### config.mk
export PLATFORM = sky130hd
export DESIGN_NAME = snake_roll_ctrl
export DESIGN_NICKNAME = d
export VERILOG_FILES = /design/src/rtl/snake_roll_ctrl.sv
export SDC_FILE = /design/constraint.sdc
export NUM_CORES = 1
export LEC_CHECK = 0
export BUFFER_PORTS_ARGS = -buffer_cell sky130_fd_sc_hd__buf_2
export CAP_MARGIN = 20
export CORE_MARGIN = 5
export CORE_UTILIZATION = 59
export CTS_BUF_LIST = sky130_fd_sc_hd__clkbuf_2 sky130_fd_sc_hd__clkbuf_4 sky130_fd_sc_hd__clkbuf_8
export DETAILED_ROUTE_END_ITERATION = 6
export PLACE_DENSITY = 0.88
export SYNTH_ARGS = -nofsm -noshare
export SYNTH_HDL_FRONTEND = slang
export SYNTH_SLANG_ARGS = --single-unit
### constraint.sdc
create_clock -name sys_clk -period 3 [get_ports sys_clk]
set_clock_uncertainty 0.1 [all_clocks]
set_input_delay 0.15 -clock sys_clk [delete_from_list [all_inputs] [get_ports sys_clk]]
set_output_delay 0.15 -clock sys_clk [all_outputs]
set_load 0.01 [all_outputs]
### src/rtl/snake_roll_ctrl.sv
// Intro/score display sequencer: scrolls head_index through a SEG_NUM buffer in ROLL, shows snake_body in BODY, flashes it in WIN.
// Latency: snake_index and all flags are registered, one cycle after the inputs/state that produce them.
// Backpressure: none; step_tick is a fire-and-forget advance pulse and every tick is consumed the cycle it arrives.
//
// Ports:
//   sys_clk, sys_rst      clock and synchronous active-high reset
//   step_tick, head_index advance pulse and the index entering the buffer on that pulse
//   snake_body            live body segments (segment 0 in LSBs)
//   state, dir            game FSM code; insert end (0: top segment, 1: segment 0)
//   snake_index           registered display indices
//   snake_en/roll_en/win_en/roll_done/roll_timeout  status flags
//
// Optional feature macro SNAKE_ROLL_TIMEOUT_EN: ends ROLL after ROLL_MAX ticks without END_INDEX
// and raises the sticky roll_timeout flag. Without it roll_timeout is constant 0.
module snake_roll_ctrl #(
    parameter int SEG_NUM     = 8,
    parameter int IDX_W       = 6,
    parameter int STATE_W     = 5,
    parameter int IDLE_CODE   = 0,
    parameter int START_CODE  = 5,
    parameter int WIN_CODE    = 6,
    parameter int END_INDEX   = 63,
    parameter int FLASH_TICKS = 4,
    parameter int ROLL_MAX    = 64
) (
    input  logic                       sys_clk,
    input  logic                       sys_rst,
    input  logic                       step_tick,
    input  logic [IDX_W-1:0]           head_index,
    input  logic [SEG_NUM*IDX_W-1:0]   snake_body,
    input  logic [STATE_W-1:0]         state,
    input  logic                       dir,
    output logic [SEG_NUM*IDX_W-1:0]   snake_index,
    output logic                       snake_en,
    output logic                       roll_en,
    output logic                       win_en,
    output logic                       roll_done,
    output logic                       roll_timeout
);

    localparam int CNT_MAX = (FLASH_TICKS > ROLL_MAX) ? FLASH_TICKS : ROLL_MAX;
    localparam int CNT_W   = $clog2(CNT_MAX + 1);

    localparam logic [STATE_W-1:0] IDLE_C  = STATE_W'(IDLE_CODE);
    localparam logic [STATE_W-1:0] START_C = STATE_W'(START_CODE);
    localparam logic [STATE_W-1:0] WIN_C   = STATE_W'(WIN_CODE);
    localparam logic [IDX_W-1:0]   END_C   = IDX_W'(END_INDEX);

    typedef enum logic [1:0] {S_IDLE, S_ROLL, S_BODY, S_WIN} fsm_t;

    fsm_t                             cur_st;
    fsm_t                             nxt_st;
    logic [SEG_NUM-1:0][IDX_W-1:0]    seg_q;
    logic [CNT_W-1:0]                 flash_cnt;
    logic                             phase;
    logic                             timeout_hit;

    logic [SEG_NUM*IDX_W-1:0]         idx_d;
    logic                             roll_en_d;
    logic                             snake_en_d;
    logic                             win_en_d;
    logic                             roll_done_d;

    logic                             roll_entry;
    logic                             win_entry;
    logic                             shift_en;

    assign roll_entry = (cur_st != S_ROLL) && (nxt_st == S_ROLL);
    assign win_entry  = (cur_st != S_WIN)  && (nxt_st == S_WIN);
    // A state change in the same cycle as the tick suppresses the shift.
    assign shift_en   = (cur_st == S_ROLL) && (nxt_st == S_ROLL) && step_tick;

`ifdef SNAKE_ROLL_TIMEOUT_EN
    logic [CNT_W-1:0] roll_cnt;

    // This tick is the ROLL_MAX-th one seen in ROLL.
    assign timeout_hit = (cur_st == S_ROLL) && step_tick && (roll_cnt == CNT_W'(ROLL_MAX - 1));

    always_ff @(posedge sys_clk) begin
        if (sys_rst) begin
            roll_cnt     <= '0;
            roll_timeout <= 1'b0;
        end else begin
            if (roll_entry) begin
                roll_cnt     <= '0;
                roll_timeout <= 1'b0;
            end else begin
                if (shift_en)
                    roll_cnt <= roll_cnt + CNT_W'(1);
                // ROLL->BODY that was not caused by END_INDEX can only be the timeout.
                if ((cur_st == S_ROLL) && (nxt_st == S_BODY) && (head_index != END_C))
                    roll_timeout <= 1'b1;
            end
        end
    end
`else
    assign timeout_hit  = 1'b0;
    assign roll_timeout = 1'b0;
`endif

    // State register
    always_ff @(posedge sys_clk) begin
        if (sys_rst)
            cur_st <= S_IDLE;
        else
            cur_st <= nxt_st;
    end

    // Next-state logic, highest priority first
    always_comb begin
        nxt_st = cur_st;
        if (state == IDLE_C)
            nxt_st = S_IDLE;
        else if ((state == WIN_C) && ((cur_st == S_ROLL) || (cur_st == S_BODY)))
            nxt_st = S_WIN;
        else if ((cur_st == S_IDLE) && (state == START_C))
            nxt_st = S_ROLL;
        else if ((cur_st == S_ROLL) && step_tick && ((head_index == END_C) || timeout_hit))
            nxt_st = S_BODY;
    end

    // Output decode; snake_index follows the current state so the buffer is
    // still shown on the cycle roll_done pulses.
    always_comb begin
        case (cur_st)
            S_BODY:  idx_d = snake_body;
            S_WIN:   idx_d = phase ? snake_body : '0;
            default: idx_d = seg_q;
        endcase
        roll_en_d   = (nxt_st == S_ROLL);
        snake_en_d  = (nxt_st == S_BODY) || (nxt_st == S_WIN);
        win_en_d    = (nxt_st == S_WIN);
        roll_done_d = (cur_st == S_ROLL) && (nxt_st == S_BODY);
    end

    // Buffer, flash timing and output registers
    always_ff @(posedge sys_clk) begin
        if (sys_rst) begin
            seg_q       <= '0;
            flash_cnt   <= '0;
            phase       <= 1'b0;
            snake_index <= '0;
            roll_en     <= 1'b0;
            snake_en    <= 1'b0;
            win_en      <= 1'b0;
            roll_done   <= 1'b0;
        end else begin
            if (roll_entry)
                seg_q <= '0;
            else if (shift_en) begin
                if (dir)
                    seg_q <= {seg_q[SEG_NUM-2:0], head_index};
                else
                    seg_q <= {head_index, seg_q[SEG_NUM-1:1]};
            end

            if (win_entry) begin
                phase     <= 1'b1;
                flash_cnt <= '0;
            end else if ((cur_st == S_WIN) && step_tick) begin
                if (flash_cnt == CNT_W'(FLASH_TICKS - 1)) begin
                    phase     <= ~phase;
                    flash_cnt <= '0;
                end else begin
                    flash_cnt <= flash_cnt + CNT_W'(1);
                end
            end

            snake_index <= idx_d;
            roll_en     <= roll_en_d;
            snake_en    <= snake_en_d;
            win_en      <= win_en_d;
            roll_done   <= roll_done_d;
        end
    end

endmodule

==> results of run 1 <==
per-stage QoR:
| step | util, % | cells | instance area [sq um] | worst slack, ns | power (uW) |
|---|---|---|---|---|---|
| after detailed placement | 69.4 | 583 | 5030 | 0.356 | 1630 |
| after global routing | 79.5 | 647 | 5760 | 0.0728 | 2830 |
| final | 79.5 | 647 | 5760 | 0.141 | 2750 |
| after global placement | 69.4 | 583 | 5030 | 0.522 | 1630 |
| after floorplan | - | 396 | 4410 | 1.02 | 1570 |
| after CTS | 79.5 | 647 | 5760 | 0.294 | 2730 |
cell families after synthesis:
logic type | synth area share (%)
XOR/XNOR | 1.39
other | 0.0850
AND/OR/NAND/NOR | 9.05
flip-flops | 49.9
AO/OA/AOI/OAI | 23.1
adder cells (fa/ha/maj) | 1.42
multiplexers | 11.1
buffers and inverters | 4.00
per-layer routing:
layer,vias up,share of wire (%)
met2,204,49
met1,1854,40
met3,56,6.6
li1,1756,-
met4,0,4.4
met5,-,0
flip-flops by register name, indices dropped and copies added (netlist names):
name	flops
seg_q	48
roll_en	1
flash_cnt	7
roll_done	1
snake_index	48
win_en	1
snake_en	1
cur_st	2
phase	1
final timing paths:
path                                     start  cells past startpoint  slack [ns]         endpoint
worst max register to register       cur_st[0]                      7        0.14        seg_q[40]
worst min register to register        seg_q[3]                      1        0.40         seg_q[3]
worst max-delay path                 cur_st[0]                      7        0.14        seg_q[40]
worst min-delay path            snake_body[17]                      3        0.03  snake_index[17]
layout make-up:
cell class | count | area (sq um) | share of cell area [%]
clock inverters | 5 | 106 | 1.85
flip-flops and latches | 110 | 2200 | 38.2
inverters | 2 | 7.51 | 0.130
well taps | 99 | 124 | 2.15
multi-input cells | 251 | 2050 | 35.6
clock buffers | 11 | 145 | 2.52
repair buffers | 169 | 1130 | 19.6
power by group through the flow:
stage / clock (uW) / combinational (uW) / sequential [uW]
global route: 1170 / 205 / 1460
CTS: 1080 / 186 / 1460
global placement: 0 / 133 / 1490
finish: 1090 / 193 / 1460
detailed placement: 0 / 136 / 1490
floorplan: 0 / 75.7 / 1490
placed cells by master, fill, tap and decap left out, types with 4 or more instances in the layout:
cell type,netlist,final
buf_2,3,114
dfxtp_1,110,110
nor2_1,59,58
mux2i_1,49,49
a22oi_1,48,48
dlygate4sd3_1,0,48
o2bb2ai_1,28,28
o2bb2ai_2,20,20
clkbuf_8,0,10
nor3_1,6,6
ha_1,5,5
buf_4,3,5
nand3_1,4,4
xor2_1,4,4
worst max-delay path: stages, from the launching register on:
cell and delay, ns:
dfxtp_1 0.41, inv_1 0.09, ha_1 0.31, nand4_1 0.20
a21boi_4 0.40, nand4_2 0.60, buf_12 0.42, o2bb2ai_1 0.22
repair_timing:
item                                   4_1_cts  5_1_grt
endpoints found under the hold margin       48        0
buffers inserted                             0        0
hold buffers                                48        0
==> results by group, run 1 <==
Drt
  – Routed vias/inst: 5.98
  – DR pass1 iterations: 6
  – Vias: 3870
  – Drt drc: 0
  – Routed Antenna Nets: 0
  – Starting DRC count in detailed routing: 296
  – WL final: 13000 microns
  – Mean routed wirelength per cell: 20.1 microns

Yosys
  – Synth async-reset ratio: 0%
  – Share of the synthesized area in the top cell type: 49.9%
  – Register bit total from synthesis: 110
  – Primary FF master, synth: dfxtp_1
  – Mapped Cells: 396
  – Commonest cells post-synth: dfxtp_1, nor2_1, mux2i_1
  – Syn nets: 464
  – Mean Syn Cell Area: 11.1 sq um
  – Biggest area consumer among synthesized cells: dfxtp_1
  – Post-synth EDFFs: 0
  – Register area share after synthesis: 49.9%
  – Library cells used by synthesis: 38
  – Netlist Area Pre-Place: 4410 sq um
  – Area contributors post-synth: dfxtp_1, mux2i_1, a22oi_1
  – Ys Warns: 0
  – Count leader, synth: dfxtp_1

Global route
  – Met3 Usage GRT: 5.27%
  – Initial antenna violation count: 0
  – Met1 Use GR: 34.6%
  – Largest net degree at the start of global routing: 55
  – Total gr overflow: 0
  – Global-route wire length before repair: 20300 microns
  – Vias in the first global route: 3887
  – GRT busiest layer: met2
  – Grt met2 use: 48.4%
  – Tot GR Track Use: 28.6%

Setup path
  – WP data required: 3.18 ns
  – Worst Path Arrival: 3.04 ns
  – Worst setup EP type: register
  – Startpoint Class: register
  – CP max FO: 33
  – Critical setup path kind: reg -> reg

STA
  – Setup_tns: 0 ns
  – Hold WS: 0.0264 ns
  – Max Freq: 0.350 GHz
  – Final Hold Fails: 0
  – Period utilisation layout: 95.3%
  – Worst slew margin: 48.5%
  – Setup Viol. Count Final: 0
  – RSZ-0062 raised after global routing: false
  – Least-Margin Pin Slew: 0.772 ns
  – Slew Limit Fails: 0
  – Min cycle time layout: 2.86 ns

CTS
  – H-Tree Level Count: 3
  – CTS root buffer: clkbuf_8
  – Worst skew pair latency: 0.37 ns
  – TritonCTS clock tree: done
  – Clock Sinks: 110
  – CTS clock-pin slew for the worst setup and hold paths: 0.10 ns
  – Cts repair resizes: 0
  – Num CTS Buffers: 9
  – Clk buf depth: 2

Floorplanning
  – Die X: 96.5 microns
  – I/O Pins: 116
  – Rows: 31
  – Core Footprint: 7250 sq um
  – Starting density of the core: 60.8%
  – Die extent in y: 96.5 microns
  – Die Footprint: 9310 sq um

Layout
  – Layout cells sized above 1: 30.5%
  – Diode count: 0
  – Final #Nets: 611
  – Area Growth Syn to Fin: 30.6%
  – Fillers: 411

Place
  – # port buffers: 114
  – Final GP Congestion: 0.820
  – DP Wirelength: 7560 microns

Pwr
  – Switching Fraction: 21.8%
  – VDD IR max: 0.278 mV
  – Clk pwr share: 39.8%
  – Internal Power: 2150 uW
  – Gate power share: 7.0%
  – Seq pwr share: 53.2%
  – Pwr/cell area: 476 nW/um^2
  – Sw Pwr: 599 uW
  – Leak: 0.00241 uW

Run
  – Max-cap violations: 0

Status
  – Status: finished, final reports clean

Min path
  – Worst min-delay path category: in -> reg
(Power assumes the default switching activity.)
==> run 2, diff against run 1 <==
clock period = 3.45 ns   (was 3 ns; I/O delays follow)
==> run 2 against run 1 <==
Effect of this change:
- non-clock buffer count decreased by 1
- sequential cell count is the same
- hold slack improved by 0.021 ns
- final area is 0.61% lower
- highest routed layer unchanged
- maximum frequency grew 1.2%
- power decreased by 18%
- wire length down 4.7%
- sequential power decreased by 13%
==> results by group, run 2 (synthesized netlist as in run 1, its figures left out) <==
Status
  – Status: finished, final reports clean

Place
  – Final GP Congestion: 0.889 (+8.5%)
  – # port buffers: 114 (unchanged)
  – DP Wirelength: 7660 microns (+1.4%)
  – Cells after DPL: 581 (-0.34%)

Layout
  – Diode count: 0 (unchanged)
  – Most common cell after layout, fill and taps aside: buf_2
  – Area occupied by multi-input gates: 2050 sq um (unchanged)
  – Area Growth Syn to Fin: 29.8%
  – Fillers: 453 (+10%)
  – Final #Nets: 610 (-0.16%)
  – Top Registers: seg_q (48), snake_index (48), flash_cnt (7)
  – Non-filler instance count after layout: 646 (-0.15%)
  – Seq. cell area: 2200 sq um (unchanged)
  – Layout cells sized above 1: 30.3% (-0.13 points)
  – Most frequent cells in the layout: buf_2, dfxtp_1, nor2_1

Setup path
  – WP data required: 3.63 ns (+0.45 ns)
  – Worst setup EP type: register
  – CP max FO: 19 (-42%)
  – Critical setup path kind: reg -> reg
  – Worst Path Arrival: 3.01 ns (-0.03 ns)
  – Reg2Reg Setup Slack: 0.63 ns (+0.48 ns)
  – Critical Path Source: cur_st[1]
  – R2r startpoint: cur_st[1]
  – Startpoint Class: register

Floorplanning
  – Rows: 31 (unchanged)
  – Die extent in y: 96.5 microns (unchanged)
  – Starting density of the core: 60.8% (unchanged)
  – I/O Pins: 116 (unchanged)
  – Die Footprint: 9310 sq um (unchanged)
  – Die X: 96.5 microns (unchanged)
  – Core Footprint: 7250 sq um (unchanged)

CTS
  – CTS clock-pin slew for the worst setup and hold paths: 0.10 ns (about the same)
  – Worst skew pair latency: 0.37 ns (about the same)
  – Post-CTS Setup Inserts: 0 (unchanged)
  – H-Tree Level Count: 3 (unchanged)
  – Clock Sinks: 110 (unchanged)
  – Clk buf depth: 2 (unchanged)
  – Cts repair resizes: 0 (unchanged)
  – Num CTS Buffers: 9 (unchanged)
  – CTS root buffer: clkbuf_8
  – TritonCTS clock tree: done

STA
  – Max Freq: 0.354 GHz (+1.2%)
  – Setup_tns: 0 ns (unchanged)
  – Least-Margin Pin Slew: 1.03 ns (+0.262 ns)
  – Setup Viol. Count Final: 0 (unchanged)
  – Min cycle time layout: 2.82 ns (-0.0344 ns)
  – RSZ-0062 raised after global routing: false
  – Period utilisation layout: 81.9% (-13 points)
  – Worst slew margin: 31.0% (-17 points)
  – Slew Limit Fails: 0 (unchanged)
  – Final Hold Fails: 0 (unchanged)

Global route
  – Global-route wire length before repair: 19400 microns (-4.5%)
  – Initial antenna violation count: 0 (unchanged)
  – Tot GR Track Use: 27.3% (-1.3 points)
  – Largest net degree at the start of global routing: 56 (+1.8%)
  – Total gr overflow: 0 (unchanged)
  – Vias in the first global route: 3814 (-1.9%)

Pwr
  – VDD IR max: 0.274 mV (-1.1%)
  – Leak: 0.00240 uW (-0.66%)
  – Pwr/cell area: 392 nW/um^2 (-18%)

Drt
  – Starting DRC count in detailed routing: 265 (-10%)
  – WL final: 12400 microns (-4.7%)
  – DR pass1 iterations: 5 (-1)
  – Drt drc: 0 (unchanged)
  – Mean routed wirelength per cell: 19.2 microns (-4.6%)
  – Routed vias/inst: 5.93 (-0.91%)
  – Vias: 3829 (-1.1%)
  – Routed Antenna Nets: 0 (unchanged)

Run
  – Max-cap violations: 0 (unchanged)

Min path
  – HP Start: head_index[5]
  – Worst min-delay path category: in -> reg
==> run 2: cell types whose count changed in the layout (fill, tap and decap cells not counted) <==
cell and delta:
inv_6 +3, buf_4 -2, bufinv_16 -2, clkinv_2 +2, buf_16 +1, clkbuf_4 -1, clkinv_4 -1, clkinvlp_4 -1
==> run 2: timing repair <==
| action | 4_1_cts | 5_1_grt |
|---|---|---|
| endpoints found under the hold margin | 48 | 0 |
| setup endpoints to repair | 0 | 0 |
| hold buffers | 48 | 0 |
==> run 2: report_power, final <==
part	switching (uW)	leakage, uW	total, uW	internal (uW)
Combinational	80.3	0.00140	166	85.9
Sequential	0.502	0.000886	1270	1270
Clock	447	0.000107	808	362
Total	528	0.00240	2240	1720
==> run 2: cell type report <==
type | instances | area share, %
sequential | 110 | 38.4
tap | 99 | 2.16
inverter | 2 | 0.131
timing repair buffer | 168 | 19.9
clock buffer | 10 | 2.40
multi-input combinational | 251 | 35.8
clock inverter | 6 | 1.16
==> run 2: path summary, 6_finish.rpt <==
path,to,cells after the start
max,seg_q[35],8
min,seg_q[47],3
max reg2reg,seg_q[35],8
min reg2reg,seg_q[42],1
==> run 2: per-stage QoR <==
step | total power (uW) | hold slack, ns | cell area (sq um) | worst slack (ns) | util, %
floorplan | 1370 | 0.234 | 4410 | 1.47 | -
global placement | 1420 | 0.325 | 5020 | 0.974 | 69.2
detailed placement | 1420 | 0.328 | 5020 | 0.841 | 69.2
CTS | 2240 | 0.0258 | 5700 | 0.801 | 78.6
global route | 2320 | 0.0659 | 5730 | 0.446 | 79.0
finish | 2240 | 0.0478 | 5730 | 0.625 | 79.0
==> run 2: worst max-delay path: stages (launching register included) <==
cell,delay (ns)
dfxtp_1,0.38
inv_1,0.09
ha_1,0.23
nand4_1,0.14
o21ai_1,0.15
a311oi_4,0.39
nand4_2,0.56
buf_4,0.44
o2bb2ai_1,0.24
==> run 2: layer usage <==
| layer | global-route usage, % | wire length, microns |
|---|---|---|
| met2 | 45.7 | 6060 |
| met5 | 0 | 0 |
| met3 | 6.35 | 824 |
| met4 | 13.4 | 503 |
| met1 | 33.0 | 4990 |
